File: config.mk
export PLATFORM = sky130hd
export DESIGN_NAME = cu_sequencer
export DESIGN_NICKNAME = d
export VERILOG_FILES = /design/src/rtl/cu_pkg.sv /design/src/rtl/cu_regfile.sv /design/src/rtl/cu_sequencer.sv
export SDC_FILE = /design/constraint.sdc
export NUM_CORES = 1
export LEC_CHECK = 0
export BUFFER_PORTS_ARGS = -buffer_cell sky130_fd_sc_hd__buf_4
export CORE_MARGIN = 4
export CORE_UTILIZATION = 30
export DETAILED_ROUTE_END_ITERATION = 16
export GPL_ROUTABILITY_DRIVEN = 0
export PLACE_DENSITY = 0.44
export SYNTH_ARGS = -nofsm -noshare
export SYNTH_HDL_FRONTEND = slang
export SYNTH_SLANG_ARGS = --single-unit
File: constraint.sdc
create_clock -name clk -period 16.93 [get_ports clk]
set_input_delay 4.2325 -clock clk [delete_from_list [all_inputs] [get_ports clk]]
set_output_delay 4.2325 -clock clk [all_outputs]
set_load 0.02 [all_outputs]
File: src/rtl/cu_pkg.sv
// Shared definitions for the ALU control sequencer: opcodes, FSM states,
// instruction field positions and opcode classification helpers.
package cu_pkg;

  localparam logic [5:0] OP_NOP = 6'b000000;
  localparam logic [5:0] OP_ADD = 6'b010000;
  localparam logic [5:0] OP_SUB = 6'b010001;
  localparam logic [5:0] OP_EQ  = 6'b100000;
  localparam logic [5:0] OP_NE  = 6'b100001;
  localparam logic [5:0] OP_LE  = 6'b100010;
  localparam logic [5:0] OP_GT  = 6'b100011;
  localparam logic [5:0] OP_SHL = 6'b110000;
  localparam logic [5:0] OP_SHR = 6'b110001;
  localparam logic [5:0] OP_SRA = 6'b110010;

  localparam int OP_LSB      = 26;
  localparam int RD_LSB      = 23;
  localparam int RS1_LSB     = 20;
  localparam int RS2_LSB     = 17;
  localparam int USE_IMM_BIT = 16;
  localparam int IMM_LSB     = 0;
  localparam int IMM_W       = 16;
  localparam int REG_AW      = 3;

  typedef enum logic [1:0] {
    S_IDLE,
    S_DECODE,
    S_EXEC,
    S_WB
  } state_e;

  function automatic logic is_legal(input logic [5:0] op);
    case (op)
      OP_ADD, OP_SUB, OP_EQ, OP_NE, OP_LE, OP_GT,
      OP_SHL, OP_SHR, OP_SRA: return 1'b1;
      default:                return 1'b0;
    endcase
  endfunction

  // Only the arithmetic ops own the carry/borrow flag.
  function automatic logic writes_carry(input logic [5:0] op);
    return (op == OP_ADD) || (op == OP_SUB);
  endfunction

endpackage

File: src/rtl/cu_regfile.sv
// Register file with two combinational operand reads, a debug read and one
// synchronous write; entry 0 is hard-wired to zero.
module cu_regfile #(
  parameter int DATA_W = 32,
  parameter int NREG   = 8,
  parameter int AW     = 3
) (
  input  logic              clk,
  input  logic              rst,
  input  logic [AW-1:0]     ra1_i,
  input  logic [AW-1:0]     ra2_i,
  input  logic [AW-1:0]     dbg_addr_i,
  output logic [DATA_W-1:0] rd1_o,
  output logic [DATA_W-1:0] rd2_o,
  output logic [DATA_W-1:0] dbg_data_o,
  input  logic              we_i,
  input  logic [AW-1:0]     wa_i,
  input  logic [DATA_W-1:0] wd_i
);

  logic [DATA_W-1:0] mem_q [NREG];

  always_ff @(posedge clk or posedge rst) begin
    if (rst) begin
      for (int i = 0; i < NREG; i++) mem_q[i] <= '0;
    end else if (we_i && (wa_i != '0)) begin
      mem_q[wa_i] <= wd_i;
    end
  end

  assign rd1_o      = (ra1_i == '0)      ? '0 : mem_q[ra1_i];
  assign rd2_o      = (ra2_i == '0)      ? '0 : mem_q[ra2_i];
  assign dbg_data_o = (dbg_addr_i == '0) ? '0 : mem_q[dbg_addr_i];

endmodule

File: src/rtl/cu_sequencer.sv
// Four-state control unit feeding a combinational ALU: accepts an instruction,
// reads operands, drives the ALU for one cycle, then writes back result and flags.
module cu_sequencer
  import cu_pkg::*;
#(
  parameter int DATA_W = 32,
  parameter int OP_W   = 6,
  parameter int NREG   = 8
) (
  input  logic              clk,
  input  logic              rst,
  input  logic              instr_valid,
  output logic              instr_ready,
  input  logic [31:0]       instr,
  output logic [DATA_W-1:0] alu_a,
  output logic [DATA_W-1:0] alu_b,
  output logic [OP_W-1:0]   alu_op,
  input  logic [DATA_W-1:0] alu_res,
  input  logic              alu_carry,
  input  logic              alu_z,
  input  logic              alu_n,
  output logic              flag_c,
  output logic              flag_z,
  output logic              flag_n,
  output logic              done,
  output logic              illegal,
  input  logic [2:0]        dbg_addr,
  output logic [DATA_W-1:0] dbg_data
);

  state_e              state_q;
  logic [31:0]         instr_q;
  logic [DATA_W-1:0]   alu_a_q, alu_b_q, res_q;
  logic [OP_W-1:0]     alu_op_q;
  logic                c_q, z_q, n_q, ill_q;
  logic                flag_c_q, flag_z_q, flag_n_q;
  logic                ready_q, done_q, illegal_q;

  logic [5:0]          op;
  logic [REG_AW-1:0]   rd, rs1, rs2;
  logic                use_imm;
  logic [DATA_W-1:0]   imm_ext, rs1_data, rs2_data;
  logic                rf_we;

  assign op      = instr_q[OP_LSB +: 6];
  assign rd      = instr_q[RD_LSB +: REG_AW];
  assign rs1     = instr_q[RS1_LSB +: REG_AW];
  assign rs2     = instr_q[RS2_LSB +: REG_AW];
  assign use_imm = instr_q[USE_IMM_BIT];
  assign imm_ext = {{(DATA_W-IMM_W){1'b0}}, instr_q[IMM_LSB +: IMM_W]};
  assign rf_we   = (state_q == S_WB) && !ill_q;

  cu_regfile #(
    .DATA_W(DATA_W),
    .NREG  (NREG),
    .AW    (REG_AW)
  ) u_regfile (
    .clk       (clk),
    .rst       (rst),
    .ra1_i     (rs1),
    .ra2_i     (rs2),
    .dbg_addr_i(dbg_addr),
    .rd1_o     (rs1_data),
    .rd2_o     (rs2_data),
    .dbg_data_o(dbg_data),
    .we_i      (rf_we),
    .wa_i      (rd),
    .wd_i      (res_q)
  );

  always_ff @(posedge clk or posedge rst) begin
    if (rst) begin
      state_q   <= S_IDLE;
      instr_q   <= '0;
      alu_a_q   <= '0;
      alu_b_q   <= '0;
      alu_op_q  <= '0;
      res_q     <= '0;
      c_q       <= 1'b0;
      z_q       <= 1'b0;
      n_q       <= 1'b0;
      ill_q     <= 1'b0;
      flag_c_q  <= 1'b0;
      flag_z_q  <= 1'b0;
      flag_n_q  <= 1'b0;
      ready_q   <= 1'b1;
      done_q    <= 1'b0;
      illegal_q <= 1'b0;
    end else begin
      done_q    <= 1'b0;
      illegal_q <= 1'b0;
      case (state_q)
        S_IDLE: begin
          if (instr_valid && ready_q) begin
            instr_q <= instr;
            ready_q <= 1'b0;
            state_q <= S_DECODE;
          end
        end
        S_DECODE: begin
          alu_a_q <= rs1_data;
          alu_b_q <= use_imm ? imm_ext : rs2_data;
          if (is_legal(op)) begin
            alu_op_q <= OP_W'(op);
            ill_q    <= 1'b0;
            state_q  <= S_EXEC;
          end else begin
            // Illegal ops skip the ALU and retire straight from WB.
            ill_q     <= 1'b1;
            done_q    <= 1'b1;
            illegal_q <= 1'b1;
            state_q   <= S_WB;
          end
        end
        S_EXEC: begin
          res_q    <= alu_res;
          c_q      <= alu_carry;
          z_q      <= alu_z;
          n_q      <= alu_n;
          alu_op_q <= OP_W'(OP_NOP);
          done_q   <= 1'b1;
          state_q  <= S_WB;
        end
        S_WB: begin
          if (!ill_q) begin
            flag_z_q <= z_q;
            flag_n_q <= n_q;
            if (writes_carry(op)) flag_c_q <= c_q;
          end
          ready_q <= 1'b1;
          state_q <= S_IDLE;
        end
        default: begin
          ready_q <= 1'b1;
          state_q <= S_IDLE;
        end
      endcase
    end
  end

  assign instr_ready = ready_q;
  assign alu_a       = alu_a_q;
  assign alu_b       = alu_b_q;
  assign alu_op      = alu_op_q;
  assign flag_c      = flag_c_q;
  assign flag_z      = flag_z_q;
  assign flag_n      = flag_n_q;
  assign done        = done_q;
  assign illegal     = illegal_q;

endmodule

== Word-level counts from Yosys, hierarchy flattened ==
Index checks and enable logic that the tools add are counted.
Storage, ports and cells
  logic and storage cells: 95
  input bits: 73
  output and inout port bits: 108
  bits in registers: 402
Operators by class
  reduce and logical (&&, ||, !) cells: 19
  bitwise logic cells: 5
  eq/ne operators: 14
  magnitude comparators: 5
  muxes and demuxes: 28
Operators with widths (count)
  $mux W32: 11
  $bmux W32 S3: 3
  $bwmux W256: 1
  $demux W32 S3: 1
  $eq A6 B6 Y1 const B: 7
  $ge A4 B4 Y1 const B: 4
  $not A3 Y4: 4
  $eq A6 B5 Y1 const B: 2
  $pmux W6 S2: 1
  $logic_not A3 Y1: 3
  $reduce_or A9 Y1: 1
  $pmux W2 S4: 1
  $reduce_and A2 Y1: 4
  $mux W1: 6
  $mux W6: 1
  $eq A2 B2 Y1 const B: 2
  $logic_and A1 B1 Y1: 4
  $lt A4 B1 Y1 const B: 1
  $ne A2 B2 Y1 const B: 2
  $pmux W1 S2: 2
  $reduce_bool A2 Y1: 2
  $reduce_and A3 Y1: 1
  $reduce_bool A3 Y1: 1
  $eq A2 B1 Y1 const B: 1
  other kinds (5): 5

== Depth between registers and ports, before layout ==
  depth after elaboration: 6
  depth in mapped cells: 8
  gate-level depth less buffers: 6

== By module ==
A second synthesis with hierarchy kept.
Second synthesis, totals
  cells, all modules: 1442
  area, all modules: 19881.6 sq um
Modules (own cells, without submodules)
  cu_regfile: instances 1, seq. area each 5605.4 sq um, cells each 1068, area an instance 14248.7 sq um
  cu_sequencer: instances 1, seq. area each 3654.8 sq um, cells each 374, area an instance 5632.9 sq um

== Least setup slack after synthesis ==
Ideal clock, no wire load.
  path kind: input to output
  from: input dbg_addr[1]
  to: output dbg_data[31]
  required time: 12.697 ns
  arrival time: 5.552 ns
  setup slack: 7.146 ns
  stages on the path: 5
  cells stage by stage: clkbuf_1 > nor2b_1 > clkbuf_1 > a22oi_1 > o21ai_0
On the way
  longest elaborated chain between the ends: 5
Ends and longest elaborated chain
  start: declaration: RTL line cu_sequencer.sv:27  | input logic [2:0] dbg_addr,
  $not A3 Y4 (not written as such): RTL line cu_regfile.sv:33  | assign dbg_data_o = (dbg_addr_i == '0) ? '0 : mem_q[dbg_addr_i];
  $bmux W32 S3: RTL line cu_regfile.sv:33
  $mux W32 (not written as such) (2 in a row): RTL line cu_regfile.sv:33
  $mux W32 (*): RTL line cu_regfile.sv:33
  end: declaration: RTL line cu_sequencer.sv:28  | output logic [DATA_W-1:0] dbg_data
Every way passes the cells marked *; elsewhere a longest branch is shown, timed or not. The select of a mux whose other input is x is not followed.

== Worst setup path after layout ==
  from: input dbg_addr[0]
  to: output dbg_data[25]
Same word-level chain as after synthesis.

==> flow_metrics.py <==
metrics = {
    "clocking": {
        "clk_path_buf_depth": 3,
        "post_cts_resized": 0,
        "root_buffer": "clkbuf_16",
        "clkLatencyLatePin_ns": 0.60,
        "cts_buffers": 47,
        "cts_setup_buffers": 0,
        "clock-sinks": 370,
        "htreeDepth": 2,
        "cts_hold_buffers": 0,
        "clk_pin_slew_worst_paths_ns": 0.05,
        "tritoncts": "built",
    },
    "floorplan": {
        "die-area_sq_um": 68800,
        "fp.dieH_um": 262,
        "rows": 92,
        "die_w_um": 262,
        "core_area_sq_um": 63500,
        "initial_core_util_pct": 30.5,
        "ios": 181,
    },
    "drt": {
        "via_count": 13400,
        "drt_wl_total_um": 65100,
        "highest_layer": "met4",
        "dr_wl_met3_um": 2880,
        "drtIter0Drc": 946,
        "post_drt_wl_per_cell_um": 26.0,
        "firstDrtPassIters": 5,
        "ant_nets": 0,
        "wl_met2_um": 31500,
        "drc": 0,
        "vias_per_cell": 5.37,
        "wl_met1_um": 29100,
    },
    "timing": {
        "fin_crit_ns": 10.98,
        "finalHoldViolations": 0,
        "max_slew.worst_pin.slew_ns": 1.14,
        "tns_ns": 0,
        "rsz0062_at_grt": "false",
        "finalCritPeriodShare_pct": 64.8,
        "skew_ns": 0.0298,
        "setup_viol": 0,
        "slew_headroom_pct": 22.7,
        "slew_viol_final": 0,
        "max_freq_ghz": 0.0911,
    },
    "layout": {
        "utilization_pct": 36.3,
        "areaGrowthSynthToFinish_pct": 18.9,
        "nNetsFinal": 1693,
        "multi_input_area_sq_um": 9430,
        "register_area_sq_um": 9270,
        "num-fill-cells": 6205,
        "drive_above_1_share_pct": 46.3,
        "antenna_cells": 0,
    },
    "setup_path": {
        "crit_path_top_delay_cell": "buf_4",
        "critPathRequiredTime_ns": 12.70,
        "cp_data_arrival_time_ns": 6.74,
        "critPathLaunchType": "input port",
        "r2r_start": "instr_q[17]",
        "worstPathMaxFanout": 43,
        "r2r-end": "alu_b[15]",
        "critPathCaptureType": "output pin",
        "criticalPathCategory": "input port to output pin",
        "critPathTopFamily": "buffers and inverters",
        "reg2reg_slack_ns": 13.59,
        "crit_path_cell_trace": "buf_4, buf_4, nor2b_4, buf_4, a221oi_1, a21oi_1, buf_4",
        "crit_buf_inv": 4,
        "reg2regPathDepth": 5,
        "max_stage_delay_ns": 0.77,
        "crit_top_cell": "buf_4",
        "crit_start": "dbg_addr[0]",
    },
    "global_route": {
        "grt-ovfl-total": 0,
        "grt_pass1_wl_um": 97900,
        "track_usage_pct": 18.5,
        "grt_max_degree": 117,
        "grt_pass1_vias": 14200,
        "antenna_found_initial": 0,
    },
    "place": {
        "hpwl_um": 37900,
        "io_buffers": 180,
    },
    "yosys": {
        "syn-num-nets": 1563,
        "synthesis.area_sq_um": 19400,
        "synth_seq_cells": 370,
        "synth.avg_cell_area_sq_um": 13.1,
        "synth_warnings": 0,
        "ys.flop_type": "dfrtp_1",
        "synth-seq-area-share_pct": 47.7,
        "synth_top_area_share_pct": 47.6,
        "synth_area_leaders": "dfrtp_1 (48%), mux2_2 (22%), mux2i_1 (6.1%)",
        "synthCells": 1485,
        "yosys.area.top_type": "dfrtp_1",
        "synth_most_common_cell": "mux2_2",
        "synth.distinct_cells": 44,
        "synth_edf_count": 0,
        "synthArstFlopShare_pct": 100,
        "yosys-top-cells-count": "mux2_2 (386), dfrtp_1 (369), mux2i_1 (118), a221oi_1 (99), clkbuf_1 (56)",
    },
    "power": {
        "pwr_density_cell_nw_per_um2": 209,
        "p_leak_nw": 10.3,
        "peakVddDrop_v": 0.0000844,
    },
    "hold_path": {
        "min_from": "alu_op[5]",
        "hp-class": "register to register",
        "min_to": "alu_op[5]",
        "min_path_cells": 2,
    },
    "flow_run": {
        "maxCapViolations": 0,
    },
    "run_status": {
        "outcome": "finished clean",
    },
}
## cell families after synthesis
group	after synthesis	share of synthesized area, %
multiplexers	570	34.9
adder cells (fa/ha/maj)	5	0.322
flip-flops	370	47.7
AO/OA/AOI/OAI	285	10.9
AND/OR/NAND/NOR	74	2.03
buffers and inverters	181	4.16
## final cells by class
cell class                      count  area share, %
Timing Repair Buffer              207           6.74
Sequential cell                   370           40.2
Multi-Input combinational cell    934           40.9
Clock buffer                       70           5.91
Tap cell                          846           4.59
Clock inverter                     17          0.786
Inverter                           55          0.927
## report_power, final
group          switching, mW  leakage [nW]  total, mW  internal, mW
registers              0.475          4.72       1.76          1.28
clock network          0.413         0.758       1.00         0.590
logic                   1.04          4.78       2.06          1.02
total                   1.93          10.3       4.82          2.89
## worst max-delay path by stage
stage | end | cells after the start
6_report | dbg_data[25] | 7
5_1_grt | dbg_data[22] | 7
4_1_cts | dbg_data[25] | 7
3_5_place_dp | dbg_data[25] | 7
3_3_place_gp | dbg_data[25] | 7
2_1_floorplan | alu_a[0] | 1
## state kept, by name (all words and copies together), names as in the netlist, 2 cells and up
register         cells
alu_a               32
alu_b               32
state_q              2
u_regfile.mem_q    224
alu_op               6
instr_q             32
res_q               32
## worst reg2reg max path, delay by kind of cell (launching register included)
family | cells | cell delay [ns]
DFF | 1 | 0.97
muxes | 1 | 0.54
AOI/OAI and AO/OA | 3 | 0.82
buffers and inverters | 1 | 0.89
## per-stage QoR
step           hold slack (ns)  worst slack, ns  area [sq um]  cells  total power [mW]
6_report                 0.477             5.95         23100   2499              4.82
5_1_grt                  0.499             5.80         23100   2499              5.11
4_1_cts                  0.486             5.96         23100   2499              4.89
3_5_place_dp             0.474             5.93         21500   2412              3.86
3_3_place_gp             0.472             5.95         21500   2412              3.83
2_1_floorplan            0.458             2.43         19400   1485              3.06
## layer usage
metal / vias up / global-route usage [%]
li1: 5924 / -
met1: 7077 / 25.2
met2: 339 / 30.6
met3: 89 / 2.98
met4: 0 / 5.06
met5: - / 0
## placed cells by master (no fill, tap or decap), types with 34 or more instances in the layout
cell       count
o21ai_0       51
a21oi_1       51
clkbuf_16     47
mux2i_1      118
mux2_2       386
mux4_2        34
inv_1         54
a221oi_1      99
buf_4        207
dfrtp_1      363
No activity file was read; power rests on OpenSTA's default activity.
